## src/rtl/seg7_pkg.sv

```systemverilog
// Shared types and segment patterns for the seven-segment scan driver.
// Bit order of every pattern is {g,f,e,d,c,b,a}, active-high.
package seg7_pkg;

    typedef logic [6:0] seg7_t;

    localparam seg7_t SEG_BLANK = 7'b0000000;

    localparam seg7_t SEG_0 = 7'b0111111;
    localparam seg7_t SEG_1 = 7'b0000110;
    localparam seg7_t SEG_2 = 7'b1011011;
    localparam seg7_t SEG_3 = 7'b1001111;
    localparam seg7_t SEG_4 = 7'b1100110;
    localparam seg7_t SEG_5 = 7'b1101101;
    localparam seg7_t SEG_6 = 7'b1111101;
    localparam seg7_t SEG_7 = 7'b0000111;
    localparam seg7_t SEG_8 = 7'b1111111;
    localparam seg7_t SEG_9 = 7'b1101111;

    localparam seg7_t SEG_A = 7'b1110111;
    localparam seg7_t SEG_B = 7'b1111100;
    localparam seg7_t SEG_C = 7'b0111001;
    localparam seg7_t SEG_D = 7'b1011110;
    localparam seg7_t SEG_E = 7'b1111001;
    localparam seg7_t SEG_F = 7'b1110001;

endpackage

```

## src/rtl/seg7_decode.sv

```systemverilog
// Combinational nibble-to-segment decoder. In BCD mode the codes 10..15
// render dark; in hex mode they render A, b, C, d, E, F. A blank request
// overrides the nibble entirely.
module seg7_decode
    import seg7_pkg::*;
(
    input  logic [3:0] i_nibble,
    input  logic       i_hex_mode,
    input  logic       i_blank,
    output seg7_t      o_seg
);

    // Map the nibble to its segment pattern, blank first so it always wins
    always_comb begin
        o_seg = SEG_BLANK;
        if (!i_blank) begin
            case (i_nibble)
                4'h0:    o_seg = SEG_0;
                4'h1:    o_seg = SEG_1;
                4'h2:    o_seg = SEG_2;
                4'h3:    o_seg = SEG_3;
                4'h4:    o_seg = SEG_4;
                4'h5:    o_seg = SEG_5;
                4'h6:    o_seg = SEG_6;
                4'h7:    o_seg = SEG_7;
                4'h8:    o_seg = SEG_8;
                4'h9:    o_seg = SEG_9;
                4'hA:    o_seg = i_hex_mode ? SEG_A : SEG_BLANK;
                4'hB:    o_seg = i_hex_mode ? SEG_B : SEG_BLANK;
                4'hC:    o_seg = i_hex_mode ? SEG_C : SEG_BLANK;
                4'hD:    o_seg = i_hex_mode ? SEG_D : SEG_BLANK;
                4'hE:    o_seg = i_hex_mode ? SEG_E : SEG_BLANK;
                default: o_seg = i_hex_mode ? SEG_F : SEG_BLANK;
            endcase
        end
    end

endmodule

```

## src/rtl/seg7_scan_driver.sv

```systemverilog
// Time-multiplexed N-digit seven-segment driver.
// A refresh counter steps the scan index one digit per 2**DIV_WIDTH cycles.
// New digit values land in a staging register and are copied to the
// display register only at a frame boundary, so a frame never shows a mix
// of old and new digits. Outputs are registered from (idx, display).
// Optional build macro SEG7_BRIGHTNESS_EN adds a brightness input that
// lights segments/dp only while refresh_cnt <= brightness within a slot.
module seg7_scan_driver
    import seg7_pkg::*;
#(
    parameter int NUM_DIGITS = 2,
    parameter int DIV_WIDTH  = 2
) (
    input  logic                    clk,
    input  logic                    rst_n,
    input  logic                    enable,
    input  logic [4*NUM_DIGITS-1:0] digits_in,
    input  logic [NUM_DIGITS-1:0]   dp_in,
    input  logic                    load,
    input  logic                    hex_mode,
    input  logic                    blank_lz,
`ifdef SEG7_BRIGHTNESS_EN
    input  logic [DIV_WIDTH-1:0]    brightness,
`endif
    output logic [6:0]              seg_out,
    output logic                    dp_out,
    output logic [NUM_DIGITS-1:0]   dig_sel,
    output logic                    frame_done
);

    localparam int IDX_W = $clog2(NUM_DIGITS);
    localparam logic [IDX_W-1:0] LAST_IDX = IDX_W'(NUM_DIGITS - 1);

    logic [DIV_WIDTH-1:0]    r_refresh_cnt;
    logic [IDX_W-1:0]        r_idx;
    logic [4*NUM_DIGITS-1:0] r_staging_dig;
    logic [NUM_DIGITS-1:0]   r_staging_dp;
    logic [4*NUM_DIGITS-1:0] r_display_dig;
    logic [NUM_DIGITS-1:0]   r_display_dp;
    logic                    r_pending;
    logic [6:0]              r_seg;
    logic                    r_dp;
    logic [NUM_DIGITS-1:0]   r_dig_sel;
    logic                    r_frame_done;

    logic                    w_tick;
    logic                    w_boundary;
    logic [3:0]              w_nibble;
    logic                    w_dp_sel;
    logic [NUM_DIGITS-1:0]   w_lz_zero;
    logic                    w_blank;
    logic                    w_lit;
    seg7_t                   w_seg;

    assign w_tick     = enable && (r_refresh_cnt == '1);
    assign w_boundary = w_tick && (r_idx == LAST_IDX);
    assign w_nibble   = r_display_dig[{r_idx, 2'b00} +: 4];
    assign w_dp_sel   = r_display_dp[r_idx];

`ifdef SEG7_BRIGHTNESS_EN
    assign w_lit = (r_refresh_cnt <= brightness);
`else
    assign w_lit = 1'b1;
`endif

    // Refresh counter and scan index; both freeze while disabled
    always_ff @(posedge clk or negedge rst_n) begin
        if (!rst_n) begin
            r_refresh_cnt <= '0;
            r_idx         <= '0;
        end else if (enable) begin
            r_refresh_cnt <= r_refresh_cnt + 1'b1;
            if (w_tick) begin
                r_idx <= (r_idx == LAST_IDX) ? '0 : r_idx + IDX_W'(1);
            end
        end
    end

    // Staging/display handshake: commit only at a frame boundary, and a
    // load on the boundary cycle goes to staging for the next frame
    always_ff @(posedge clk or negedge rst_n) begin
        if (!rst_n) begin
            r_staging_dig <= '0;
            r_staging_dp  <= '0;
            r_display_dig <= '0;
            r_display_dp  <= '0;
            r_pending     <= 1'b0;
        end else begin
            if (w_boundary && r_pending) begin
                r_display_dig <= r_staging_dig;
                r_display_dp  <= r_staging_dp;
            end
            if (load) begin
                r_staging_dig <= digits_in;
                r_staging_dp  <= dp_in;
                r_pending     <= 1'b1;
            end else if (w_boundary) begin
                r_pending     <= 1'b0;
            end
        end
    end

    // Leading-zero map: bit k set when nibble k and every higher nibble is 0
    always_comb begin
        logic zero_run;
        zero_run  = 1'b1;
        w_lz_zero = '0;
        for (int k = NUM_DIGITS - 1; k >= 0; k--) begin
            zero_run     = zero_run && (r_display_dig[4*k +: 4] == 4'h0);
            w_lz_zero[k] = zero_run;
        end
    end

    assign w_blank = blank_lz && w_lz_zero[r_idx] && (r_idx != '0);

    seg7_decode u_decode (
        .i_nibble   (w_nibble),
        .i_hex_mode (hex_mode),
        .i_blank    (w_blank),
        .o_seg      (w_seg)
    );

    // Output register: dark while disabled, otherwise the selected digit
    always_ff @(posedge clk or negedge rst_n) begin
        if (!rst_n) begin
            r_seg        <= '0;
            r_dp         <= 1'b0;
            r_dig_sel    <= '0;
            r_frame_done <= 1'b0;
        end else begin
            r_frame_done <= w_boundary;
            if (!enable) begin
                r_seg     <= '0;
                r_dp      <= 1'b0;
                r_dig_sel <= '0;
            end else begin
                r_seg     <= w_lit ? w_seg : SEG_BLANK;
                r_dp      <= w_lit && w_dp_sel;
                r_dig_sel <= NUM_DIGITS'(1) << r_idx;
            end
        end
    end

    assign seg_out    = r_seg;
    assign dp_out     = r_dp;
    assign dig_sel    = r_dig_sel;
    assign frame_done = r_frame_done;

endmodule
```

## config.mk

```make
export PLATFORM = sky130hd
export DESIGN_NAME = seg7_scan_driver
export DESIGN_NICKNAME = d
export VERILOG_FILES = /design/src/rtl/seg7_pkg.sv /design/src/rtl/seg7_decode.sv /design/src/rtl/seg7_scan_driver.sv
export SDC_FILE = /design/constraint.sdc
export NUM_CORES = 1
export LEC_CHECK = 0
export ABC_AREA = 1
export ABC_CLOCK_PERIOD_IN_PS = 2000
export BUFFER_PORTS_ARGS = -buffer_cell sky130_fd_sc_hd__buf_4
export CAP_MARGIN = 40
export CORE_MARGIN = 1
export CORE_UTILIZATION = 60
export DETAILED_ROUTE_END_ITERATION = 6
export PLACE_DENSITY = 0.85
export SYNTH_ARGS = -nofsm -noshare
export SYNTH_HDL_FRONTEND = slang
export SYNTH_SLANG_ARGS = --single-unit
```

## constraint.sdc

```tcl
create_clock -name clk -period 2 [get_ports clk]
set_input_delay 0.1 -clock clk [delete_from_list [all_inputs] [get_ports clk]]
set_output_delay 0.1 -clock clk [all_outputs]
set_load 0.05 [all_outputs]
```

==> run metrics, run 1 <==
Register Area=between 800 and 900 sq um; crit path from=r_idx$_DFFE_PN0P_; Seq cells post-synth=35; Clock Tree Buf Depth=2; vias in the first global route=1374; die area=0.00319 sq mm; WP data arrival=~1.9 ns; remaining routing DRC violations=0; synth warn=0; Final setup viols=0; Comb power frac=0.532; Slew Limit Fails=0; Reg clk slew, reported paths=0.11 ns; Nets=approximately 270; part of the power in the clock network=0.150; Crit. End Element=flop; latest clock arrival within the worst-skew pair=roughly 0.33 ns; filler-free cell count of the finished design=between 200 and 300; GRT Residual Overflow=0; height of the die=56.5 microns; # IOs=27; DR vias=1410; Hold Startpoint=hex_mode; GRT Overall Usage=0.236; Slowest cell on crit path=dfrtp_2; critical path's most frequent cell=nand2_1; minimum clock period=~1.7 ns; port bufs=26; Max IR drop VDD=roughly 1.3 mV; Sink Count=35; leakage=~1.2 nW; sequential cell fraction of total power=0.318; Placed Cells=roughly 270; CTS tree=done; CTS buffer count=5; initial antenna violation count=0; Synth async-reset ratio=1.00; worst slew pin tran=slightly above 0.5 ns; Top FF cell, synth=dfrtp_1; Area Growth Syn to Fin=22.9%; Via density=between 4 and 5; final hold violations=0; net switching power=approximately 1.6 mW; Initial Util=0.641; Fmax=a little under 0.6 GHz; final WL=approximately 3.1 mm; Worst Hold Class=input port to flop; largest net degree at the start of global routing=36; Seq/Total Area, Yosys=0.491; CP Class=flop to flop; Chip Width=56.5 microns; Critical Path Source Type=flop; most frequent cell after synthesis=nand2_1; Root Buffer=clkbuf_4; max incr delay on CP=around 0.56 ns; cell area power density=1600 mW/mm^2; Synth top cells by count=nand2_1, dfrtp_1, inv_1; fraction of power spent switching nets=0.466; # rows=19; max_cap viols=0; mapped cell area=0.00178 sq mm; area share of the largest cell type after synthesis=0.491; postcts setup bufs=0; RD Place Congestion=0.925; Routed Antenna Nets=0; Synthesized Nets=between 200 and 250; footprint of the multi-input gates=about 750 sq um; Internal=1.87 mW; ranking of synthesized cells by area=dfrtp_1, nand2_1, inv_1; reg2reg setup slack=0.31 ns; Critical Path RT=approximately 2.2 ns; CP Max Fanout=20; cells along the critical path=inv_2 > nor2_1 > nand2_1 > nand2_1 > o21ai_0; outcome=finished clean; most area-hungry cell type in the Yosys netlist=dfrtp_1; Reg-to-Reg Start=r_idx$_DFFE_PN0P_; Mapped Cells=approximately 220; Fin Setup TNS=0 ns; TritonRoute pass-1 iters=4; H-tree depth=2; synthesized area per cell=8.22 sq um; wire per inst=10.8 microns; RSZ-0062 raised after global routing=false; layout cells sized above 1=0.253; first-pass GRT wire length=just under 6 mm; Fillers=~200; fin crit share=0.846; Post-synth EDFFs=0; Clock Skews=between 0.006 and 0.007 ns; max_slew headroom=0.655; post-synth cell types=27; Std-Cell Core Area=roughly 0.0028 sq mm; Iter 0 DRT Violations=47; # diodes=0; Detailed Place HPWL=around 2.3 mm
## state kept, by name, indices dropped and copies added (netlist names)
signal	cells
r_display_dig	8
r_staging_dig	8
seg_out	7
dig_sel	2
r_display_dp	2
r_refresh_cnt	2
r_staging_dp	2
dp_out	1
frame_done	1
r_idx	1
r_pending	1
## kinds of logic (layout without fill, tap and decap cells)
logic type | count (synthesis) | after routing | synth area share
flops | 35 | 35 | 0.491
simple gates | 108 | 108 | 0.307
buf+inv | 38 | 78 | 0.0856
compound gates | 34 | 34 | 0.105
fa+ha+maj | 1 | 1 | 0.00702
xor+xnor | 1 | 1 | 0.00491
## per-stage QoR
| stage | power, mW | hold WS [ns] | cell area (sq um) | utilization | worst slack, ns |
|---|---|---|---|---|---|
| floorplan | 2.60 | -0.196 | 1780 | - | 0.662 |
| global placement | 2.95 | 0.0672 | 1980 | 0.713 | 0.207 |
| detailed placement | 2.97 | 0.0699 | 1980 | 0.713 | 0.158 |
| CTS | 3.52 | 0.0755 | 2190 | 0.788 | 0.132 |
| global route | 3.81 | 0.0882 | 2190 | 0.788 | 0.0507 |
| finish | 3.50 | 0.0802 | 2190 | 0.788 | 0.308 |
## power groups by stage
stage | clock, mW | sequential [mW] | combinational [mW]
2_1_floorplan | 0 | 1.33 | 1.27
3_3_place_gp | 0 | 1.12 | 1.83
3_5_place_dp | 0 | 1.13 | 1.84
5_1_grt | 0.569 | 1.15 | 2.09
4_1_cts | 0.536 | 1.11 | 1.87
6_report | 0.526 | 1.12 | 1.86
## layer usage
metal,global-route usage,part of all wire
met1,0.312,0.48
met5,0,0
met3,0.0576,0.038
met4,0.0801,0.0090
met2,0.382,0.47
## worst max-delay path, delay by kind of cell, from the launching register on
kind	cells	cell delay [ns]
simple gates	3	0.79
flops	1	0.56
buf+inv	1	0.11
compound gates	1	0.09
## final cells by class
type,count,share of cell area
sequential,35,0.400
clock inverter,2,0.0160
inverter,32,0.0548
timing repair buffer,38,0.144
tap,31,0.0177
clock buffer,6,0.0234
multi-input combinational,144,0.344
## worst paths after layout
| path | endpoint | cells after the start |
|---|---|---|
| setup / recovery | r_display_dig[2]$_DFFE_PN0P_ | 5 |
| min in group asynchronous | seg_out[3]$_DFF_PN0_ | 2 |
| setup reg to reg | r_display_dig[2]$_DFFE_PN0P_ | 5 |
| hold reg to reg | r_refresh_cnt[0]$_DFFE_PN0P_ | 1 |
| max in group asynchronous | r_idx$_DFFE_PN0P_ | 2 |
| hold / removal | seg_out[6]$_DFF_PN0_ | 3 |
## timing repair
action,CTS,global route
endpoints found under the hold margin,46,0
resized for setup,0,1
setup endpoints to repair,0,10
hold buffers,12,0
## cell usage in the layout (no fill, tap or decap)
cell type / instances
nand2_1: 54
dfrtp_1: 34
inv_1: 29
buf_4: 26
o21ai_0: 21
nor2_1: 19
dlygate4sd3_1: 12
nand2_2: 10
nand3_1: 7
nand2_4: 6
a21oi_1: 6
clkbuf_4: 5
inv_2: 3
nand3_2: 3
nor2_2: 3
o21ai_1: 2
o21ai_2: 2
nor3_1: 2
nor2_4: 2
nor2_8: 1
o211ai_1: 1
nand4_1: 1
a22o_1: 1
o21bai_1: 1
xor2_1: 1
ha_1: 1
clkinv_2: 1
clkbuf_8: 1
bufinv_16: 1
dfrtp_2: 1
(Power assumes the default switching activity.)
==> run 2, diff against run 1 <==
--- a/config.mk
+++ b/config.mk
@@ -5,14 +5,14 @@
 export SDC_FILE = /design/constraint.sdc
 export NUM_CORES = 1
 export LEC_CHECK = 0
-export ABC_AREA = 1
-export ABC_CLOCK_PERIOD_IN_PS = 2000
+export ABC_AREA = 0
+export ABC_CLOCK_PERIOD_IN_PS = 1400
 export BUFFER_PORTS_ARGS = -buffer_cell sky130_fd_sc_hd__buf_4
 export CAP_MARGIN = 40
 export CORE_MARGIN = 1
-export CORE_UTILIZATION = 60
+export CORE_UTILIZATION = 50
 export DETAILED_ROUTE_END_ITERATION = 6
-export PLACE_DENSITY = 0.85
+export PLACE_DENSITY = 0.77
 export SYNTH_ARGS = -nofsm -noshare
 export SYNTH_HDL_FRONTEND = slang
 export SYNTH_SLANG_ARGS = --single-unit
==> constraint.sdc (replaced) <==
create_clock -name clk -period 1.4 [get_ports clk]
set_input_delay 0.07 -clock clk [delete_from_list [all_inputs] [get_ports clk]]
set_output_delay 0.07 -clock clk [all_outputs]
set_load 0.05 [all_outputs]
==> run metrics, run 2 <==
outcome=finished, violations left; failing checks=setup timing; Seq cells post-synth=35; TritonRoute pass-1 iters=4; Final setup viols=17; Max IR drop VDD=~1.2 mV; largest family of logic cells by synthesized area=multiplexers; Register Area=876 sq um; leakage=1.11 nW; final WL=around 4.1 mm; commonest non-fill, non-tap cell in the layout=buf_4; Sink Count=35; final core utilization=0.776; vias in the first global route=approximately 1300; RD Place Congestion=around 0.79; most area-hungry cell type in the Yosys netlist=dfrtp_1; CP Class=flop to flop; initial antenna violation count=0; Synth Area in Simple Gates=0.0933; Buf/Inv on CP=1; Chip Width=59.7 microns; worst slew pin tran=around 0.44 ns; dpl ws=-0.128 ns; Iter 0 DRT Violations=89; Reg clk slew, reported paths=roughly 0.11 ns; latest clock arrival within the worst-skew pair=around 0.34 ns; Std-Cell Core Area=around 0.0031 sq mm; GRT Residual Overflow=0; WP data arrival=1.84 ns; wire per inst=~17 microns; max_cap viols=0; Synth Area in Compound Gates=0.0880; XOR/XNOR Fraction of Synth Area=0.0158; CTS buffer count=5; synth warn=0; commonest non-fill, non-tap cells in the layout=buf_4, dfrtp_1, mux2_2; setup ws final=-0.205 ns; Area Growth Syn to Fin=44.8%; mapped cell area=around 0.0017 sq mm; fin crit share=1.15; Top FF cell, synth=dfrtp_1; most frequent cell after synthesis=dfrtp_1; Root Buffer=clkbuf_4; Nets=about 210; # diodes=0; cells along the critical path=buf_6 > mux2_4 > nor2_2 > o21ai_0 > a31oi_1; Overall Power=about 6.2 mW; remaining routing DRC violations=0; Fillers=201; Crit. End Element=flop; Routed Antenna Nets=0; Detailed Place HPWL=2.19 mm; Initial Util=0.536; worst hold stages=2; cell area power density=between 2000 and 3000 mW/mm^2; Synth async-reset ratio=1.00; Synthesized Nets=147; Critical Path RT=roughly 1.6 ns; Worst Hold Class=input port to flop; Fmax=around 0.62 GHz; Fin Setup TNS=-1.40 ns; layout cells sized above 1=0.533; minimum clock period=roughly 1.6 ns; RSZ-0062 raised after global routing=true; H-tree depth=2; Clock Skews=0.0124 ns; mux cell area share after synthesis=0.226; max incr delay on CP=0.40 ns; post-synth cell types=38; Post-Layout Inst Area=roughly 0.0024 sq mm; DR vias=1380; Post-synth EDFFs=0; # rows=20; max_slew headroom=0.710; Crit. path cell count=5; Mapped Cells=130; Slew Limit Fails=0; port bufs=26; Clock Tree Buf Depth=2; Synth top cells by count=dfrtp_1, mux2_2, nand2_1; Seq/Total Area, Yosys=0.527; # IOs=27; Post-DP Area=between 0.0015 and 0.002 sq mm; CTS tree=done; Via density=slightly below 6; final hold violations=0; GRT Overall Usage=0.236; ranking of synthesized cells by area=dfrtp_1, mux2_2, mux2_4; synthesized area per cell=around 13 sq um; adder-cell share of the synthesized area=0.0135; CP Max Fanout=7; height of the die=59.7 microns; Slowest cell on crit path=dfrtp_1; footprint of the multi-input gates=about 870 sq um; largest net degree at the start of global routing=36; area share of the largest cell type after synthesis=0.527; die area=0.00356 sq mm; Worst R2R Path Depth=5; Worst path top cell family by delay=flip-flops; first-pass GRT wire length=5.97 mm; Critical Path Source Type=flop
==> run 2: cell types whose count changed in the layout (fill, tap and decap cells not counted), moves of 5 or more <==
cell / previous run / this run
nand2_2: 10 / 2
mux2_4: 0 / 9
nand2_1: 54 / 5
buf_4: 26 / 36
nor2_1: 19 / 4
buf_6: 0 / 10
inv_1: 29 / 3
mux2_2: 0 / 17
o21ai_0: 21 / 3
nand2_4: 6 / 1
==> run 2: layout make-up <==
type                    count  share of cell area
inverters                   3             0.00468
clock inverters             1             0.00208
multi-input cells          90               0.360
repair buffers             60               0.225
flip-flops and latches     35               0.364
well taps                  44              0.0229
clock buffers               6              0.0213
==> run 2: worst paths after layout <==
path | startpoint | end | slack [ns]
setup / recovery | r_idx$_DFFE_PN0P_ | seg_out[1]$_DFF_PN0_ | -0.21
hold / removal | load | r_pending$_DFFE_PN0P_ | 0.06
setup reg to reg | r_idx$_DFFE_PN0P_ | seg_out[1]$_DFF_PN0_ | -0.21
hold reg to reg | r_staging_dig[3]$_DFFE_PN0P_ | r_display_dig[3]$_DFFE_PN0P_ | 0.51
max in group asynchronous | rst_n | r_staging_dig[4]$_DFFE_PN0P_ | 0.88
min in group asynchronous | rst_n | r_display_dig[0]$_DFFE_PN0P_ | 0.21
==> run 2: stage by stage <==
step	std cells	hold slack [ns]
floorplan	130	-0.226
global placement	207	0.0362
detailed placement	207	0.0477
CTS	232	0.0435
global route	239	0.0695
finish	239	0.0605
==> run 2: where the power goes <==
group | internal [mW] | switching, mW
Combinational | 1.96 | 2.06
Clock | 0.233 | 0.328
Sequential | 1.36 | 0.307
Total | 3.55 | 2.69
==> run 2: metal layers <==
layer	vias up	GRT usage	wire length [microns]
met5	-	0	0
met4	0	0.0997	121
met3	11	0.0779	245
met2	61	0.390	2130
met1	698	0.282	1640
li1	610	-	-
==> run 2: kinds of logic after synthesis <==
kind of cell             after synthesis
adder cells (fa/ha/maj)                2
multiplexers                          30
buffers and inverters                  8
AO/OA/AOI/OAI                         24
XOR/XNOR                               3
flip-flops                            35
AND/OR/NAND/NOR                       28
==> run 2: repair_timing <==
item / 4_1_cts / 5_1_grt
pin swaps: 8 / 9
resized for setup: 15 / 19
hold buffers: 12 / 0
buffers inserted: 4 / 6
gates cloned: 2 / 1
hold endpoints to repair: 47 / 0
endpoints found under the setup margin: 17 / 17
